$ cat src/rtl/alu_ctrl.sv
// alu_ctrl: round-robin front end sharing one multi-cycle ALU between two requesters.
// Define ALU_CTRL_PSR_EN to add per-requester status registers psr0/psr1.
//
// state | meaning
// IDLE  | no operation in flight; ready offered to the arbitration winner
// EXEC  | captured operands driven to the ALU for EXEC_CYCLES cycles
// RESP  | response held on rsp_* until rsp_ready

module alu_ctrl #(
    parameter int EXEC_CYCLES = 1
) (
    input  logic        clk,
    input  logic        rst_n,
    input  logic        req0_valid,
    input  logic        req1_valid,
    input  logic [7:0]  req0_opcode,
    input  logic [7:0]  req1_opcode,
    input  logic [15:0] req0_a,
    input  logic [15:0] req0_b,
    input  logic [15:0] req1_a,
    input  logic [15:0] req1_b,
    output logic        req0_ready,
    output logic        req1_ready,
    output logic [15:0] alu_a,
    output logic [15:0] alu_b,
    output logic [7:0]  alu_opcode,
    input  logic [15:0] alu_c,
    input  logic        alu_carry,
    input  logic        alu_flag,
    input  logic        alu_low,
    input  logic        alu_negative,
    input  logic        alu_zero,
    output logic        rsp_valid,
    input  logic        rsp_ready,
    output logic        rsp_id,
    output logic [15:0] rsp_c,
    output logic [4:0]  rsp_flags,
`ifdef ALU_CTRL_PSR_EN
    output logic [4:0]  psr0,
    output logic [4:0]  psr1,
`endif
    output logic        rsp_err
);

    localparam logic [7:0] OP_NOP   = 8'd22;
    localparam logic [3:0] CNT_LOAD = 4'(EXEC_CYCLES - 1);

    typedef enum logic [1:0] {
        IDLE = 2'd0,
        EXEC = 2'd1,
        RESP = 2'd2
    } state_t;

    state_t      state;
    state_t      state_nxt;
    logic        last_grant;
    logic        grant1;
    logic        accept;
    logic [7:0]  sel_op;
    logic [15:0] sel_a;
    logic [15:0] sel_b;
    logic [7:0]  cap_op;
    logic [15:0] cap_a;
    logic [15:0] cap_b;
    logic [3:0]  cnt;
    logic [4:0]  alu_flags;

    function automatic logic is_illegal(input logic [7:0] op);
        return (op == 8'd7) || (op > OP_NOP);
    endfunction

    // bit order {Carry, Flag, Low, Negative, Zero}
    function automatic logic [4:0] flag_mask(input logic [7:0] op);
        case (op)
            8'd0, 8'd2, 8'd4, 8'd8, 8'd9: flag_mask = 5'b01001;
            8'd1, 8'd3, 8'd5, 8'd6:       flag_mask = 5'b10001;
            8'd10:                        flag_mask = 5'b00111;
            8'd11:                        flag_mask = 5'b00101;
            default:                      flag_mask = 5'b00000;
        endcase
    endfunction

    assign alu_flags = {alu_carry, alu_flag, alu_low, alu_negative, alu_zero};

    // on contention the requester that was not granted last time wins
    always_comb begin
        grant1 = req1_valid & (~req0_valid | ~last_grant);
        sel_op = grant1 ? req1_opcode : req0_opcode;
        sel_a  = grant1 ? req1_a : req0_a;
        sel_b  = grant1 ? req1_b : req0_b;
    end

    always_ff @(posedge clk) begin
        if (!rst_n) begin
            state <= IDLE;
        end else begin
            state <= state_nxt;
        end
    end

    always_comb begin
        state_nxt = state;
        case (state)
            IDLE: begin
                if (accept) begin
                    state_nxt = (is_illegal(sel_op) || sel_op == OP_NOP) ? RESP : EXEC;
                end
            end
            EXEC: begin
                if (cnt == 4'd0) begin
                    state_nxt = RESP;
                end
            end
            RESP: begin
                if (rsp_ready) begin
                    state_nxt = IDLE;
                end
            end
            default: state_nxt = IDLE;
        endcase
    end

    always_comb begin
        req0_ready = 1'b0;
        req1_ready = 1'b0;
        alu_opcode = OP_NOP;
        alu_a      = 16'd0;
        alu_b      = 16'd0;
        rsp_valid  = (state == RESP);
        if (state == IDLE && rst_n) begin
            req0_ready = req0_valid & ~grant1;
            req1_ready = grant1;
        end
        if (state == EXEC) begin
            alu_opcode = cap_op;
            alu_a      = cap_a;
            alu_b      = cap_b;
        end
        accept = req0_ready | req1_ready;
    end

    always_ff @(posedge clk) begin
        if (!rst_n) begin
            last_grant <= 1'b1;
            cap_op     <= 8'd0;
            cap_a      <= 16'd0;
            cap_b      <= 16'd0;
            cnt        <= 4'd0;
            rsp_id     <= 1'b0;
            rsp_c      <= 16'd0;
            rsp_flags  <= 5'd0;
            rsp_err    <= 1'b0;
        end else begin
            if (accept) begin
                last_grant <= grant1;
                cap_op     <= sel_op;
                cap_a      <= sel_a;
                cap_b      <= sel_b;
                cnt        <= CNT_LOAD;
                rsp_id     <= grant1;
                rsp_c      <= 16'd0;
                rsp_flags  <= 5'd0;
                rsp_err    <= is_illegal(sel_op);
            end
            if (state == EXEC) begin
                if (cnt != 4'd0) begin
                    cnt <= cnt - 4'd1;
                end else begin
                    rsp_c     <= (cap_op == 8'd10 || cap_op == 8'd11) ? 16'd0 : alu_c;
                    rsp_flags <= alu_flags & flag_mask(cap_op);
                    rsp_err   <= 1'b0;
                end
            end
        end
    end

`ifdef ALU_CTRL_PSR_EN
    // status is committed only when the response is taken
    always_ff @(posedge clk) begin
        if (!rst_n) begin
            psr0 <= 5'd0;
            psr1 <= 5'd0;
        end else if (state == RESP && rsp_ready && !rsp_err && cap_op <= 8'd11) begin
            if (rsp_id) begin
                psr1 <= rsp_flags;
            end else begin
                psr0 <= rsp_flags;
            end
        end
    end
`endif

endmodule

$ cat config.mk
export PLATFORM = sky130hd
export DESIGN_NAME = alu_ctrl
export DESIGN_NICKNAME = d
export VERILOG_FILES = /design/src/rtl/alu_ctrl.sv
export SDC_FILE = /design/constraint.sdc
export NUM_CORES = 1
export LEC_CHECK = 0
export ABC_AREA = 1
export BUFFER_PORTS_ARGS = -buffer_cell sky130_fd_sc_hd__buf_2
export CAP_MARGIN = 20
export CORE_UTILIZATION = 25
export CTS_CLUSTER_SIZE = 8
export DETAILED_ROUTE_END_ITERATION = 8
export PLACE_DENSITY = 0.46
export SYNTH_ARGS = -nofsm -noshare
export SYNTH_HDL_FRONTEND = slang
export SYNTH_SLANG_ARGS = --single-unit
export TNS_END_PERCENT = 1
$ cat constraint.sdc
create_clock -name clk -period 2 [get_ports clk]
set_input_delay 0.3 -clock clk [delete_from_list [all_inputs] [get_ports clk]]
set_output_delay 0.3 -clock clk [all_outputs]
set_load 0.1 [all_outputs]
==> impl_metrics.json <==
{
  "fill_cells": 1480,
  "tns_ns": 0,
  "viasPerCell": 4.46,
  "ir_drop_mv": 0.316,
  "nNetsFinal": 800,
  "setup.worst_path.start_class": "register",
  "die_h_um": 123,
  "synthCells": 530,
  "die_w_um": 123,
  "die-area_um2": 15000,
  "cts_tree": "yes",
  "min_path_type": "input port to register",
  "start_util": 0.259,
  "rsz0062_at_grt": "yes",
  "track_usage": 0.157,
  "hold_viol_final": 0,
  "top_usage_layer": "met2",
  "cts_sinks": 75,
  "fin_crit_ns": 1.88,
  "num_antenna_cells": 0,
  "htree_levels": 3,
  "worstPathCellList": "nand2_2 -> nand2_4 -> inv_2 -> buf_4 -> nor2_2 -> buf_12",
  "cts.path.max_buffers": 2,
  "drt_iter0_drc": 162,
  "use_met1": 0.170,
  "netlist_area_um2": 3630,
  "synth_nets": 639,
  "port_buffers": 171,
  "worst_ep_required_time_ns": 1.70,
  "place_area_um2": 5280,
  "wl_per_cell_um": 13.0,
  "vias": 3903,
  "grt_pass1_vias": 3772,
  "rrSetupSlack_ns": 0.16,
  "final.period_utilization": 0.939,
  "instances_no_fill": 876,
  "synth_area_per_cell_um2": 6.85,
  "cp_max_fo": 10,
  "post-cts-setup-buffers": 0,
  "place_inst": 860,
  "ant_nets": 0,
  "routabilityCongestion": 0.786,
  "cap_viol_max_count": 0,
  "place_hpwl_mm": 8.46,
  "max_freq_mhz": 533,
  "relSlewSlack": 0.566,
  "grt_max_degree": 76,
  "fin_skew_ns": 0.00422,
  "place_ws_ns": 0.00866,
  "io_pins": 172,
  "grt_pass1_wl_mm": 18.2,
  "insertion_delay_ns": 0.34,
  "drt-pass1-iter-count": 4,
  "ys_ff_latch": 75,
  "setup_slack_ns": 0.123,
  "fin_area_um2": 5600,
  "p_leak_nw": 2.51,
  "register_area_um2": 1500,
  "ys_types": 31,
  "clkTransAtPathRegs_ns": 0.06,
  "seq_area_frac_synth": 0.413,
  "cts_root_buf": "clkbuf_16",
  "multiInputGateArea_um2": 1750,
  "grt-ovfl-total": 0,
  "status": "finished clean",
  "cp.arrival_ns": 1.58,
  "crit_type": "register to primary output",
  "slowest_stage": "dfxtp_1",
  "met3_usage": 0.0809,
  "yosys_warnings": 0,
  "holdWs_ns": 0.212,
  "drc": 0,
  "endpoint_kind": "primary output",
  "area_delta_synth_final_pct": 54.1,
  "wirelength_mm": 11.4,
  "power_density_nw_per_um2": 735,
  "drive_gt1_frac": 0.316,
  "core_um2": 14000,
  "rows": 43,
  "crit_path_max_incr_delay_ns": 0.34,
  "grt.met2_usage": 0.264,
  "antenna_found_initial": 0,
  "tightestPinTransition_ns": 0.651,
  "numCtsBuffers": 9,
  "setup_viol": 0,
  "slew_viol_final": 0
}
flip-flops by register name, summed over array words and instances (netlist names), named ones only:
register / cells
state: 2
cap_a: 16
cnt: 4
cap_b: 16
rsp_flags: 5
rsp_c: 16
cap_op: 8
rsp_id: 1
rsp_err: 1
last_grant: 1
cells in the mapped netlist (all sizes together):
master | n | share of area
o211ai | 1 | 0.0021
a21oi | 27 | 0.037
nand3b | 5 | 0.010
inv | 64 | 0.066
o21ai | 40 | 0.055
nor4 | 1 | 0.0017
clkbuf | 19 | 0.020
buf | 13 | 0.021
nand2 | 137 | 0.16
nand3 | 27 | 0.037
nand4 | 3 | 0.0052
xnor2 | 1 | 0.0024
nor3 | 8 | 0.014
a31oi | 37 | 0.064
dfxtp | 75 | 0.41
a31o | 1 | 0.0024
ha | 3 | 0.010
a211oi | 3 | 0.0096
or2 | 1 | 0.0017
nor2 | 64 | 0.072
worst max-delay path, delay by kind of cell, from the launching register on:
| family | cells | cell delay, ns |
|---|---|---|
| buffers and inverters | 3 | 0.43 |
| DFF | 1 | 0.34 |
| and+or+nand+nor | 3 | 0.46 |
path summary, 6_finish.rpt:
path                            from             endpoint  cells past startpoint
min                         alu_c[1]  rsp_c[1]$_SDFF_PN0_                      3
max          last_grant$_SDFFE_PN1P_           req0_ready                      6
max reg2reg  last_grant$_SDFFE_PN1P_             register                     12
min reg2reg        cnt[0]$_SDFF_PN0_    cnt[0]$_SDFF_PN0_                      1
cells in the final DEF (no fill, tap or decap):
master     count
buf_2        130
nand2_1      129
dfxtp_1       75
inv_1         59
nor2_1        58
buf_12        42
o21ai_0       37
a31oi_1       37
nand3_1       27
a21oi_1       27
clkbuf_16      9
buf_4          9
nor3_1         6
nand3b_1       5
nand2_4        4
inv_2          4
nor2_2         4
nand2_2        3
o21ai_1        3
nand4_1        3
ha_1           3
nor2_4         2
nor3_2         2
a211oi_1       2
clkinv_2       2
clkbuf_8       2
nand2_8        1
a211oi_4       1
or2_2          1
inv_4          1
nor4_1         1
o211ai_1       1
a31o_1         1
xnor2_1        1
clkinv_4       1
bufinv_16      1
clkbuf_1       1
buf_6          1
stage by stage:
stage | power (W) | util
detailed placement | 0.00249 | 0.376
global placement | 0.00249 | 0.376
floorplan | 0.00223 | -
CTS | 0.00417 | 0.398
finish | 0.00411 | 0.399
global route | 0.00433 | 0.399
timing repair:
| item | 4_1_cts | 5_1_grt |
|---|---|---|
| resized for setup | 2 | 4 |
| setup endpoints to repair | 32 | 52 |
| hold buffers | 0 | 0 |
kinds of logic (layout without fill, tap and decap cells):
kind of cell / Yosys count / count (layout) / synth area share
buffers and inverters: 96 / 262 / 0.106
AO/OA/AOI/OAI: 109 / 109 / 0.170
AND/OR/NAND/NOR: 246 / 246 / 0.297
XOR/XNOR: 1 / 1 / 0.00241
flip-flops: 75 / 75 / 0.413
adder cells (fa/ha/maj): 3 / 3 / 0.0103
where the power goes:
part	switching, W	internal, W
clock	0.000624	0.00103
combinational	0.000523	0.000267
sequential	0.0000544	0.00161
metal layers:
layer	routed length, um	vias to the layer above	part of all wire
met5	0	-	0
met4	176	0	0.015
met3	1210	11	0.11
met2	5210	141	0.46
met1	4820	1719	0.42
li1	-	2032	-
area by class of cell:
class                      count  share of cell area
clock buffer                  12              0.0458
clock inverter                 4             0.00872
inverter                      64              0.0434
multi-input combinational    359               0.313
sequential                    75               0.268
tap                          180              0.0402
timing repair buffer         182               0.281
Note: power is estimated with default switching activity, not from simulation.
